==> src/rtl/uart_pkg.sv <==
// uart_pkg
//   Shared definitions for the UART transmit path: frame-state enum,
//   data/frame widths, the idle line level and the bit-timer width.
package uart_pkg;

   localparam int   DATA_W     = 8;
   localparam int   FRAME_BITS = 11;     // start + 8 data + parity + stop
   localparam logic LINE_IDLE  = 1'b1;
   localparam int   TIMER_W    = 16;     // holds CLKS_PER_BIT-1 up to 65534

   typedef enum logic [2:0] {
      IDLE,
      START,
      DATA,
      PARITY,
      STOP
   } uart_state_e;

endpackage

==> src/rtl/parity_gen.sv <==
// parity_gen
//   Parity of a data word. Shared by the UART transmitter and receiver so
//   both ends always agree on polarity.
//   Parameters: WIDTH (data width), ODD (0 = even, nonzero = odd parity).
//   Ports:
//     data_i   [WIDTH-1:0]  word to protect
//     parity_o              parity bit to send alongside data_i
module parity_gen #(
   parameter int WIDTH = 8,
   parameter int ODD   = 0
) (
   input  logic [WIDTH-1:0] data_i,
   output logic             parity_o
);

   // Even parity is the plain XOR reduction; odd parity inverts it.
   assign parity_o = (^data_i) ^ (ODD != 0);

endmodule

==> src/rtl/uart_bit_timer.sv <==
// uart_bit_timer
//   Bit-period timer. Counts 0..CLKS_PER_BIT-1 while running, wrapping to 0
//   at each bit boundary; bit_tick_o marks the last clock of every bit.
//   Parameters: CLKS_PER_BIT (1..65535).
//   Ports:
//     clk_i       system clock
//     rst_i       synchronous active-high reset
//     restart_i   start a fresh bit period (a frame is being accepted)
//     run_i       a frame is in flight; the counter holds at 0 otherwise
//     bit_tick_o  final clock of the current bit period
module uart_bit_timer
   import uart_pkg::*;
#(
   parameter int CLKS_PER_BIT = 1
) (
   input  logic clk_i,
   input  logic rst_i,
   input  logic restart_i,
   input  logic run_i,
   output logic bit_tick_o
);

   localparam logic [TIMER_W-1:0] LAST = TIMER_W'(CLKS_PER_BIT - 1);

   logic [TIMER_W-1:0] count_q, count_d;

   always_comb begin
      count_d = count_q;
      if (restart_i || !run_i) begin
         count_d = '0;
      end else if (count_q == LAST) begin
         count_d = '0;
      end else begin
         count_d = count_q + TIMER_W'(1);
      end
   end

   always_ff @(posedge clk_i) begin
      if (rst_i) begin
         count_q <= '0;
      end else begin
         count_q <= count_d;
      end
   end

   // With CLKS_PER_BIT = 1, LAST is 0 and every running clock is a tick.
   assign bit_tick_o = run_i && !restart_i && (count_q == LAST);

endmodule

==> src/rtl/uart_transmitter.sv <==
// uart_transmitter
//   Serialises bytes into UART frames: start (0), 8 data bits LSB first,
//   parity, stop (1). Each bit is held CLKS_PER_BIT clocks, so a frame is
//   11*CLKS_PER_BIT clocks long.
//   Handshake: a byte is taken on a rising edge where tx_valid && tx_ready
//   are both high; until then the host holds tx_valid and keeps tx_data
//   stable. tx_ready is low whenever rst is high.
//   Build option UART_TX_SKID_EN: adds a one-entry holding register so a
//   byte can be accepted while a frame is in flight and the next frame
//   starts on the clock right after the stop bit. Without it a byte is only
//   accepted in IDLE, leaving one idle-high clock between frames.
//   Parameters: CLKS_PER_BIT (1..65535), PARITY_ODD (0 even, 1 odd).
//   Ports:
//     clk          system clock
//     rst          synchronous active-high reset; aborts any frame
//     tx_data[7:0] byte to send, latched on the accepting edge
//     tx_valid     host offers tx_data
//     tx_ready     a byte can be accepted this cycle
//     TX_OUT       serial line, idle high
//     tx_busy      frame in progress (START..STOP)
//     tx_done      one-clock pulse on the last clock of the stop bit
//     dbg_state_o  current frame state
module uart_transmitter
   import uart_pkg::*;
#(
   parameter int CLKS_PER_BIT = 1,
   parameter int PARITY_ODD   = 0
) (
   input  logic              clk,
   input  logic              rst,
   input  logic [DATA_W-1:0] tx_data,
   input  logic              tx_valid,
   output logic              tx_ready,
   output logic              TX_OUT,
   output logic              tx_busy,
   output logic              tx_done,
   output uart_state_e       dbg_state_o
);

   localparam logic [2:0] LAST_BIT = 3'(DATA_W - 1);

   uart_state_e       state_q, state_d;
   logic [DATA_W-1:0] shift_q, shift_d;
   logic [2:0]        bit_cnt_q, bit_cnt_d;
   logic              parity_q, parity_d;
   logic              tx_out_q, tx_out_d;

   logic              accept;
   logic              bit_tick;
   logic [DATA_W-1:0] load_byte;
   logic              load_parity;

`ifdef UART_TX_SKID_EN
   logic [DATA_W-1:0] hold_q, hold_d;
   logic              hold_valid_q, hold_valid_d;

   assign tx_ready  = !hold_valid_q && !rst;
   // A parked byte always goes out before anything on tx_data.
   assign load_byte = hold_valid_q ? hold_q : tx_data;
`else
   assign tx_ready  = (state_q == IDLE) && !rst;
   assign load_byte = tx_data;
`endif

   assign accept = tx_valid && tx_ready;

   parity_gen #(
      .WIDTH (DATA_W),
      .ODD   (PARITY_ODD)
   ) u_parity (
      .data_i   (load_byte),
      .parity_o (load_parity)
   );

   uart_bit_timer #(
      .CLKS_PER_BIT (CLKS_PER_BIT)
   ) u_timer (
      .clk_i      (clk),
      .rst_i      (rst),
      .restart_i  ((state_q == IDLE) && accept),
      .run_i      (state_q != IDLE),
      .bit_tick_o (bit_tick)
   );

   always_comb begin
      state_d   = state_q;
      shift_d   = shift_q;
      bit_cnt_d = bit_cnt_q;
      parity_d  = parity_q;
`ifdef UART_TX_SKID_EN
      hold_d       = hold_q;
      hold_valid_d = hold_valid_q;
      if (accept && (state_q != IDLE)) begin
         hold_d       = tx_data;
         hold_valid_d = 1'b1;
      end
`endif

      case (state_q)
         IDLE: begin
            if (accept) begin
               state_d   = START;
               shift_d   = load_byte;
               parity_d  = load_parity;
               bit_cnt_d = '0;
            end
         end
         START: begin
            if (bit_tick) state_d = DATA;
         end
         DATA: begin
            if (bit_tick) begin
               shift_d = shift_q >> 1;
               if (bit_cnt_q == LAST_BIT) begin
                  state_d   = PARITY;
                  bit_cnt_d = '0;
               end else begin
                  bit_cnt_d = bit_cnt_q + 3'd1;
               end
            end
         end
         PARITY: begin
            if (bit_tick) state_d = STOP;
         end
         STOP: begin
            if (bit_tick) begin
`ifdef UART_TX_SKID_EN
               // Chain straight into the next frame. A byte offered on this
               // very edge with the holder empty is loaded directly rather
               // than parked, so it is never stranded in IDLE.
               if (hold_valid_q || accept) begin
                  state_d      = START;
                  shift_d      = load_byte;
                  parity_d     = load_parity;
                  bit_cnt_d    = '0;
                  hold_valid_d = 1'b0;
               end else begin
                  state_d = IDLE;
               end
`else
               state_d = IDLE;
`endif
            end
         end
         default: state_d = IDLE;
      endcase

      // Line level is registered from the next state so TX_OUT is glitch-free.
      case (state_d)
         START:   tx_out_d = 1'b0;
         DATA:    tx_out_d = shift_d[0];
         PARITY:  tx_out_d = parity_d;
         default: tx_out_d = LINE_IDLE;
      endcase
   end

   always_ff @(posedge clk) begin
      if (rst) begin
         state_q   <= IDLE;
         shift_q   <= '0;
         bit_cnt_q <= '0;
         parity_q  <= 1'b0;
         tx_out_q  <= LINE_IDLE;
      end else begin
         state_q   <= state_d;
         shift_q   <= shift_d;
         bit_cnt_q <= bit_cnt_d;
         parity_q  <= parity_d;
         tx_out_q  <= tx_out_d;
      end
   end

`ifdef UART_TX_SKID_EN
   always_ff @(posedge clk) begin
      if (rst) begin
         hold_q       <= '0;
         hold_valid_q <= 1'b0;
      end else begin
         hold_q       <= hold_d;
         hold_valid_q <= hold_valid_d;
      end
   end
`endif

   assign TX_OUT      = tx_out_q;
   assign tx_busy     = (state_q != IDLE);
   assign tx_done     = (state_q == STOP) && bit_tick;
   assign dbg_state_o = state_q;

endmodule
==> config.mk <==
export PLATFORM = sky130hd
export DESIGN_NAME = uart_transmitter
export DESIGN_NICKNAME = d
export VERILOG_FILES = /design/src/rtl/uart_pkg.sv /design/src/rtl/parity_gen.sv /design/src/rtl/uart_bit_timer.sv /design/src/rtl/uart_transmitter.sv
export SDC_FILE = /design/constraint.sdc
export NUM_CORES = 1
export LEC_CHECK = 0
export ABC_CLOCK_PERIOD_IN_PS = 5200
export CAP_MARGIN = 20
export CORE_UTILIZATION = 30
export CTS_CLUSTER_SIZE = 30
export DETAILED_ROUTE_END_ITERATION = 12
export GPL_TIMING_DRIVEN = 0
export RECOVER_POWER = 100
export SYNTH_ARGS = -nofsm -noshare
export SYNTH_HDL_FRONTEND = slang
export SYNTH_SLANG_ARGS = --single-unit
==> constraint.sdc <==
create_clock -name clk -period 5.2 [get_ports clk]
set_input_delay 0.78 -clock clk [delete_from_list [all_inputs] [get_ports clk]]
set_output_delay 0.78 -clock clk [all_outputs]
set_load 0.05 [all_outputs]
== After elaboration in Yosys (flattened, before gate mapping) ==
Cells that the tools add are included.
W data, S select, Z words.
Storage, ports and cells
  bits in latches: 0
  memories: 0
  bits in writable memories: 0
  bits in read-only memories: 0
  logic and storage cells: 53
  input bits: 11
  output and inout bits: 7
  register bits: 32
Cells by class
  bitwise operators: 0
  add/sub/neg operators: 2
  $lt $le $gt $ge: 0
  eq/ne operators: 10
  reduce and logical (&&, ||, !) cells: 17
  multiply operators: 0
  multiplexer cells: 17
  shift operators: 0
  divide/modulo/power cells: 0
Operator list (number)
  $mux W3: 9
  $add A16 B1 Y16 const B: 1
  $logic_not A16 Y1: 1
  $mux W8: 2
  $pmux W8 S2: 1
  $pmux W3 S5: 1
  $eq A3 B2 Y1 const B: 4
  $reduce_xor A8 Y1: 1
  $eq A3 B1 Y1 const B: 2
  $eq A3 B3 Y1 const B: 2
  $logic_and A1 B1 Y1: 6
  $pmux W3 S2: 1
  $ne A2 B2 Y1 const B: 2
  $add A3 B1 Y3 const B: 1
  $logic_not A1 Y1: 3
  $logic_not A3 Y1: 1
  $pmux W1 S3: 1
  $reduce_and A3 Y1: 1
  $reduce_bool A3 Y1: 1
  $reduce_or A3 Y1: 1
  $mux W1: 2
  $reduce_bool A2 Y1: 1
  $logic_or A1 B1 Y1: 1

== Logic depth before layout (Yosys ltp) ==
Gate-level depths: netlist of run 1.
  word-level depth: 11
  depth in mapped cells: 9
  depth with buffers taken out: 7

== Cells and area by module ==
Synthesis of run 1 repeated with hierarchy kept, for this count alone.
Unflattened totals
  cell total of the unflattened synthesis: 175
  area total of the unflattened synthesis: 1590.3 um^2
Modules (own cells, without submodules)
  uart_transmitter: cells each 84, times used 1, area an instance 769.5 um^2, sequential area each 320.3 um^2
  uart_bit_timer: cells each 84, times used 1, area an instance 759.5 um^2, sequential area each 320.3 um^2
  parity_gen: cells each 7, times used 1, area an instance 61.3 um^2, sequential area each 0.0 um^2

== Least setup slack after synthesis of run 1 ==
OpenSTA, ideal clock, no wires.
  kind: input to register
  from: in rst
  to: reg tx_out_q (netlist: TX_OUT)
  data required time: 5.064 ns
  library setup time: 0.136 ns
  setup slack: 2.546 ns
  arrival: 2.517 ns
  stages on the path: 7
  path buffers: 2
  cell sequence: buf_2 nor4_4 and2_1 a21oi_2 buf_2 a211oi_1 a32oi_1
Between the ends
  cells in the longest elaborated chain, start to end: 11
  elaborated cells on any way between the ends: 22
  classes of those cells: 3 x eq/ne; 12 x mux; 7 x reduce/logical
Ends and longest elaborated chain
  from (decl): RTL line uart_transmitter.sv:30  | input logic rst,
  $logic_not A1 Y1 *: RTL line uart_transmitter.sv:61  | assign tx_ready = (state_q == IDLE) && !rst;
  $logic_and A1 B1 Y1 *: RTL line uart_transmitter.sv:61
  named net tx_ready: RTL line uart_transmitter.sv:33  | output logic tx_ready,
  $logic_and A1 B1 Y1 *: RTL line uart_transmitter.sv:65  | assign accept = tx_valid && tx_ready;
  $logic_and A1 B1 Y1: RTL line uart_transmitter.sv:80  | .restart_i ((state_q == IDLE) && accept),
  $logic_not A1 Y1: RTL line uart_bit_timer.sv:47  | assign bit_tick_o = run_i && !restart_i && (count_q == LAST);
  $logic_and A1 B1 Y1 (2 in a row): RTL line uart_bit_timer.sv:47
  $mux W3 (on tied branches)
  $pmux W3 S5: RTL line uart_transmitter.sv:99  | case (state_q)
  $eq A3 B2 Y1 / $eq A3 B1 Y1 (equally long branches): RTL line uart_transmitter.sv:149  | case (state_d)
  $pmux W1 S3 *: RTL line uart_transmitter.sv:149
  to (signal assigned): RTL line uart_transmitter.sv:169  | tx_out_q <= tx_out_d;
  to (decl): RTL line uart_transmitter.sv:46  | logic tx_out_q, tx_out_d;
The timed path passes the listed nets; every way through them passes the cells marked *. The select of a mux whose other input is x is not followed.
A chain may end at the register's enable or synchronous reset.

== Worst setup path after layout of run 1 ==
  from: reg u_timer.count_q[0]
  to: out tx_done
Between the ends
  cells in the longest elaborated chain, start to end: 3
Ends and longest elaborated chain
  from (decl): RTL line uart_bit_timer.sv:25  | logic [TIMER_W-1:0] count_q, count_d;
  from (signal assigned): RTL line uart_bit_timer.sv:42  | count_q <= count_d;
  $logic_not A16 Y1: RTL line uart_bit_timer.sv:47
  $logic_and A1 B1 Y1: RTL line uart_bit_timer.sv:47
  $logic_and A1 B1 Y1: RTL line uart_transmitter.sv:187  | assign tx_done = (state_q == STOP) && bit_tick;
  to (decl): RTL line uart_transmitter.sv:36  | output logic tx_done,
No other way between the ends.

==> results of run 1 <==
kinds of logic after synthesis:
logic type                 synth area share (%)
adders and majority gates                  3.29
xor gates and xnor gates                   12.1
DFF                                        42.1
buffers and inverters                      4.03
AOI/OAI and AO/OA                          13.1
and+or+nand+nor                            25.3
report_power, final:
group	internal (uW)	total, uW	switching (uW)	leakage (uW)
Clock	108	198	90.0	0.0000455
Sequential	253	257	4.24	0.000259
Combinational	32.2	78.4	46.2	0.000340
Total	393	533	140	0.000645
flip-flops by register name, indices dropped and copies added, names as in the netlist:
register         count
u_timer.count_q     16
shift_q              8
bit_cnt_q            3
dbg_state_o          3
TX_OUT               1
parity_q             1
through the flow:
stage               util (%)  power (uW)  area, um^2  cells  hold WS (ns)
floorplan                  -         319        1520    171         0.430
global placement        36.9         344        1760    254         0.441
detailed placement      36.9         344        1760    254         0.448
CTS                     38.7         544        1850    262         0.457
global route            38.4         557        1840    262         0.475
finish                  38.4         533        1840    262         0.452
cell type report:
class / count / area (um^2)
fillers: 488 / 2950
multi-input cells: 126 / 808
flip-flops and latches: 32 / 641
repair buffers: 16 / 160
clock buffers: 8 / 90.1
well taps: 67 / 83.8
plain buffers: 8 / 33.8
inverters: 5 / 18.8
routing by layer:
metal | vias up | wire length, um
met2 | 13 | 1310
li1 | 643 | -
met3 | 7 | 49
met5 | - | 0
met4 | 0 | 90
met1 | 547 | 1380
worst paths after layout:
| path | to | cells past startpoint | from | slack (ns) |
|---|---|---|---|---|
| min | shift_q[1] | 2 | shift_q[1] | 0.45 |
| max reg2reg | TX_OUT | 9 | u_timer.count_q[0] | 2.75 |
| min reg2reg | shift_q[1] | 2 | shift_q[1] | 0.45 |
| max | tx_done | 7 | u_timer.count_q[0] | 1.61 |
layout by cell type, fill, tap and decap left out:
master            n
nor2b_1           1
clkbuf_8          6
nor2_1           24
nor4_4            1
o21ai_0           3
buf_2             3
nand2_1          15
o211a_1           1
a211oi_1          3
nor4b_1           1
xor2_1            6
nand3b_1          1
clkdlybuf4s50_1   8
and2_1            2
and3_1            7
o211ai_1          2
ha_1              4
a32oi_1           1
a22oi_1           6
or3_1             1
nand4_1           3
dfxtp_1          32
nor3_1            3
a31o_2            1
or4b_1            1
and4_1            2
nor4_2            2
and2_0            1
nand3_1           5
inv_1             5
or3b_1            1
a31oi_1           1
a211o_1           1
clkbuf_1          7
xnor2_1          15
dlygate4sd3_1     8
a21oi_1          11
worst min-delay path: stages, from the launching register on:
cell	delay (ns)
dfxtp_1	0.31
nand2_1	0.05
a21oi_1	0.05
==> out/results.tsv, run 1 <==
stage	metric	value	unit
run_status	status	completed	
cts	post_cts_buffers	0	
layout	nets	209	
cts	cts.sinks	32	
global_route	busiest_layer	met2	
critical_path	end_kind	primary output	
floorplanning	die_y	73.2	um
drt	routed_via_density	4.62	
critical_path	critPathKind	reg -> out	
placed_design	port_buffers	16	
timing	finalSetupViolations	0	
timing	fin_worst_skew	0.00681	ns
floorplanning	die_area	5360	um^2
power_and_ir_drop	p_leak	0.000645	uW
synth	syn_inst	171	
global_route	grt_pass1_vias	1177	
synth	ys_top_cells_by_area	dfxtp_1, xnor2_1, nor2_1	
placed_design	dp_worst_setup_slack	2.31	ns
synth	synth_ff_type	dfxtp_1	
cts	cts_root_buffer	clkbuf_8	
synth	synth_commonest_cells	dfxtp_1, nor2_1, nand2_1, xnor2_1, a21oi_1	
floorplanning	rows	25	
drt	ant_nets	0	
timing	setup_slack	1.61	ns
critical_path	critical_path_arrival	2.81	ns
drt	drt_iter0_drc	40	
critical_path	crit_path_start_kind	register	
cts	worstSkewPairLatency	0.29	ns
floorplanning	core	4790	um^2
drt	wl_per_cell	10.8	um
synth	ys_seq_elements	32	
floorplanning	start_util	31.8	%
synth	synth_top_area_share	42.1	%
power_and_ir_drop	p_per_area	291	nW/um^2
cts	cts_tree	yes	
power_and_ir_drop	peakVddDrop	92.4	uV
critical_path	cp_slowest_cell	dlygate4sd3_1	
critical_path	cp_max_fo	10	
run	cap_violations	0	
layout	diodes	0	
drt	drt_drc_violations_left	0	
worst_hold_path	hp-class	reg -> reg	
global_route	grt_max_degree	11	
cts	cts_resized	0	
floorplanning	ios	18	
global_route	use_met2	18.9	%
synth	avgSynthCellArea	8.89	um^2
synth	syn_area	1520	um^2
critical_path	cp.buffers_inverters	3	
synth	yosysSeqAreaShare	42.1	%
synth	synth.distinct_cells	35	
timing	fmax	279	MHz
timing	period_share	69.1	%
global_route	grt.overflow.total	0	
global_route	use_met3	2.21	%
cts	numCtsBuffers	5	
synth	yosys.area.top_type	dfxtp_1	
critical_path	crit_family	buffers and inverters	
synth	yosysMostFrequentCell	dfxtp_1	
synth	synth_nets	186	
drt	via_count	1210	
critical_path	critPathMaxStageDelay	0.86	ns
synth	yosysWarnings	0	
timing	slew_violations	0	
global_route	grt_pass1_wl	5.05	mm
floorplanning	die_w	73.2	um
drt	finalWirelength	2.82	mm
cts	clk_pin_slew	0.06	ns
timing	hold_viol_final	0	
cts	ctsHtreeMaxLevel	2	
drt	first_pass_iters	4	
timing	rsz0062_at_grt	no	
placed_design	hpwlAfterDp	2.03	mm
critical_path	crit_required	4.42	ns
placed_design	gp_congestion	0.709	
timing	max_slew_margin	65.8	%
cts	postCtsHoldBufs	0	
timing	final.setup.tns	0	ns
layout	area_growth	20.7	%
cts	cts_buffer_depth	2	
global_route	track_usage	12.3	%
synth	synth_edf_count	0	
synth	async_reset_ff_share	0	%
layout	drive_above_1_share	6.67	%
timing	period_needed	3.59	ns
timing	tightestPinTransition	0.511	ns
global_route	grt.met1_usage	15.0	%
global_route	antenna_found_initial	0	
critical_path	cp_cell_sequence	inv_1 > ha_1 > nor4b_1 > and4_1 > clkbuf_1 > and3_1 > dlygate4sd3_1	
Note: power is estimated with default switching activity, not from simulation.
==> run 2: changes to the inputs <==
--- a/config.mk
+++ b/config.mk
@@ -5,7 +5,7 @@
 export SDC_FILE = /design/constraint.sdc
 export NUM_CORES = 1
 export LEC_CHECK = 0
-export ABC_CLOCK_PERIOD_IN_PS = 5200
+export ABC_CLOCK_PERIOD_IN_PS = 3000
 export CAP_MARGIN = 20
 export CORE_UTILIZATION = 30
 export CTS_CLUSTER_SIZE = 30
==> constraint.sdc (replaced) <==
create_clock -name clk -period 3 [get_ports clk]
set_input_delay 0.45 -clock clk [delete_from_list [all_inputs] [get_ports clk]]
set_output_delay 0.45 -clock clk [all_outputs]
set_load 0.05 [all_outputs]
==> run 2 against run 1 <==
  * Non-clock buffer count is the same
  * Die area unchanged
  * Routed wire length down 0.21%
  * Via count fell by 0.41%
  * Sequential share of layout area down 0.26 points
  * Clock skew fell by 0.00071 ns
  * Setup slack worse by 1.4 ns
  * Final cell count did not move
  * Worst hold slack got worse by 0.0086 ns
  * Critical endpoint unchanged
  * Largest cell class unchanged
  * Largest power group unchanged
==> out/results.tsv, run 2 (synthesis gave the netlist of run 1 again) <==
stage	metric	value	unit	change
cts	postCtsHoldBufs	0		unchanged
power_and_ir_drop	peakVddDrop	164	uV	+78%
cts	cts_buffer_depth	2		unchanged
layout	drive_above_1_share	7.69	%	+1.0 points
cts	cts_tree	yes		
critical_path	cp_max_fo	10		unchanged
layout	top_register	u_timer.count_q		
timing	final.setup.tns	0	ns	unchanged
timing	fin_worst_skew	0.00609	ns	-0.000714 ns
cts	numCtsBuffers	5		unchanged
timing	period_needed	2.83	ns	
cts	clk_pin_slew	0.07	ns	about the same
timing	period_share	94.2	%	
cts	ctsHtreeMaxLevel	2		unchanged
critical_path	crit_required	2.55	ns	-1.87 ns
layout	mostFrequentLayoutCells	dfxtp_1, nor2_1, nand2_1, xnor2_1, a21oi_1		
drt	wl_per_cell	10.7	um	-0.21%
timing	hold_viol_final	0		unchanged
cts	cts_root_buffer	clkbuf_8		
run_status	status	completed		
floorplanning	die_area	5360	um^2	unchanged
drt	ant_nets	0		unchanged
floorplanning	core	4790	um^2	unchanged
placed_design	port_buffers	16		unchanged
placed_design	hpwlAfterDp	2.03	mm	unchanged
placed_design	dp_worst_setup_slack	0.473	ns	-1.84 ns
global_route	busiest_layer	met2		
run	cap_violations	0		unchanged
layout	fin_cells	262		unchanged
power_and_ir_drop	power.total	927	uW	+74%
power_and_ir_drop	p_per_area	501	nW/um^2	+73%
cts	worstSkewPairLatency	0.29	ns	about the same
drt	via_count	1205		-0.41%
global_route	antenna_found_initial	0		unchanged
global_route	track_usage	12.4	%	+0.087 points
layout	layout_commonest_cell	dfxtp_1		
placed_design	dp_cells	254		unchanged
critical_path	critPathKind	reg -> out		
timing	max_slew_margin	65.8	%	about the same
drt	drt_drc_violations_left	0		unchanged
timing	rsz0062_at_grt	no		
floorplanning	rows	25		unchanged
drt	routed_via_density	4.60		-0.41%
global_route	grt_max_degree	11		unchanged
drt	first_pass_iters	2		-2
global_route	grt.met1_usage	15.0	%	unchanged
global_route	grt_pass1_wl	5.07	mm	+0.42%
placed_design	gp_congestion	0.709		unchanged
global_route	grt.overflow.total	0		unchanged
global_route	use_met2	18.9	%	unchanged
layout	largestRegisters	u_timer.count_q: 16 flops, shift_q: 8 flops		
critical_path	crit_path_start_kind	register		
layout	largest_reg_flops	16		unchanged
layout	area_growth	21.6	%	
worst_hold_path	hp-class	in -> reg		
global_route	grt_pass1_vias	1177		unchanged
timing	tightestPinTransition	0.511	ns	-0.00000536 ns
layout	diodes	0		unchanged
floorplanning	die_y	73.2	um	unchanged
timing	slew_violations	0		unchanged
critical_path	end_kind	primary output		
power_and_ir_drop	p_leak	0.000648	uW	+0.48%
timing	setup_slack	0.174	ns	-1.44 ns
floorplanning	start_util	31.8	%	unchanged
critical_path	critical_path_arrival	2.38	ns	-0.43 ns
layout	nets	209		unchanged
cts	cts.sinks	32		unchanged
cts	cts_resized	0		unchanged
layout	post-route-util	38.6	%	+0.29 points
timing	finalSetupViolations	0		unchanged
cts	post_cts_buffers	0		unchanged
floorplanning	die_w	73.2	um	unchanged
timing	fmax	354	MHz	
layout	nFillCells	484		-0.82%
floorplanning	ios	18		unchanged
global_route	use_met3	3.45	%	+1.2 points
drt	drt_iter0_drc	32		-20%
drt	finalWirelength	2.82	mm	-0.21%
## run 2: critical path: stages (launching register included)
cell             delay [ns]
dfxtp_1                0.34
inv_1                  0.06
ha_1                   0.13
nor4b_2                0.23
and4_1                 0.25
buf_6                  0.14
and3_1                 0.15
clkdlybuf4s50_1        0.79
## run 2: cell type report
cell class	count	area [um^2]	area share [%]
Multi-Input combinational cell	126	815	44.0
Sequential cell	32	641	34.6
Timing Repair Buffer	16	160	8.66
Clock buffer	8	90.1	4.87
Tap cell	67	83.8	4.53
Buffer	8	41.3	2.23
Inverter	5	18.8	1.01
## run 2: path summary, 6_finish.rpt
kind,slack [ns],end,cells past startpoint,from
worst min-delay path,0.44,bit_cnt_q[2],2,rst
worst max register to register,0.93,TX_OUT,9,u_timer.count_q[0]
worst min register to register,0.45,shift_q[1],2,shift_q[1]
worst max-delay path,0.17,tx_done,7,u_timer.count_q[0]
## run 2: power by group
group / leakage (uW) / internal, uW / switching (uW)
logic: 0.000343 / 55.9 / 80.1
clock network: 0.0000455 / 187 / 158
registers: 0.000259 / 438 / 7.34
total: 0.000648 / 681 / 246
## run 2: per-layer routing
layer  wire, um  vias up  part of all wire, %
met5          0        -                    0
met4         87        0                  3.1
met3         70        7                  2.5
met2       1280       13                   45
met1       1380      541                   49
li1           -      644                    -
## run 2: per-stage QoR
step                hold slack, ns  cell area, um^2
floorplan                    0.430             1520
global placement             0.441             1760
detailed placement           0.448             1760
CTS                          0.439             1850
global route                 0.462             1850
finish                       0.444             1850
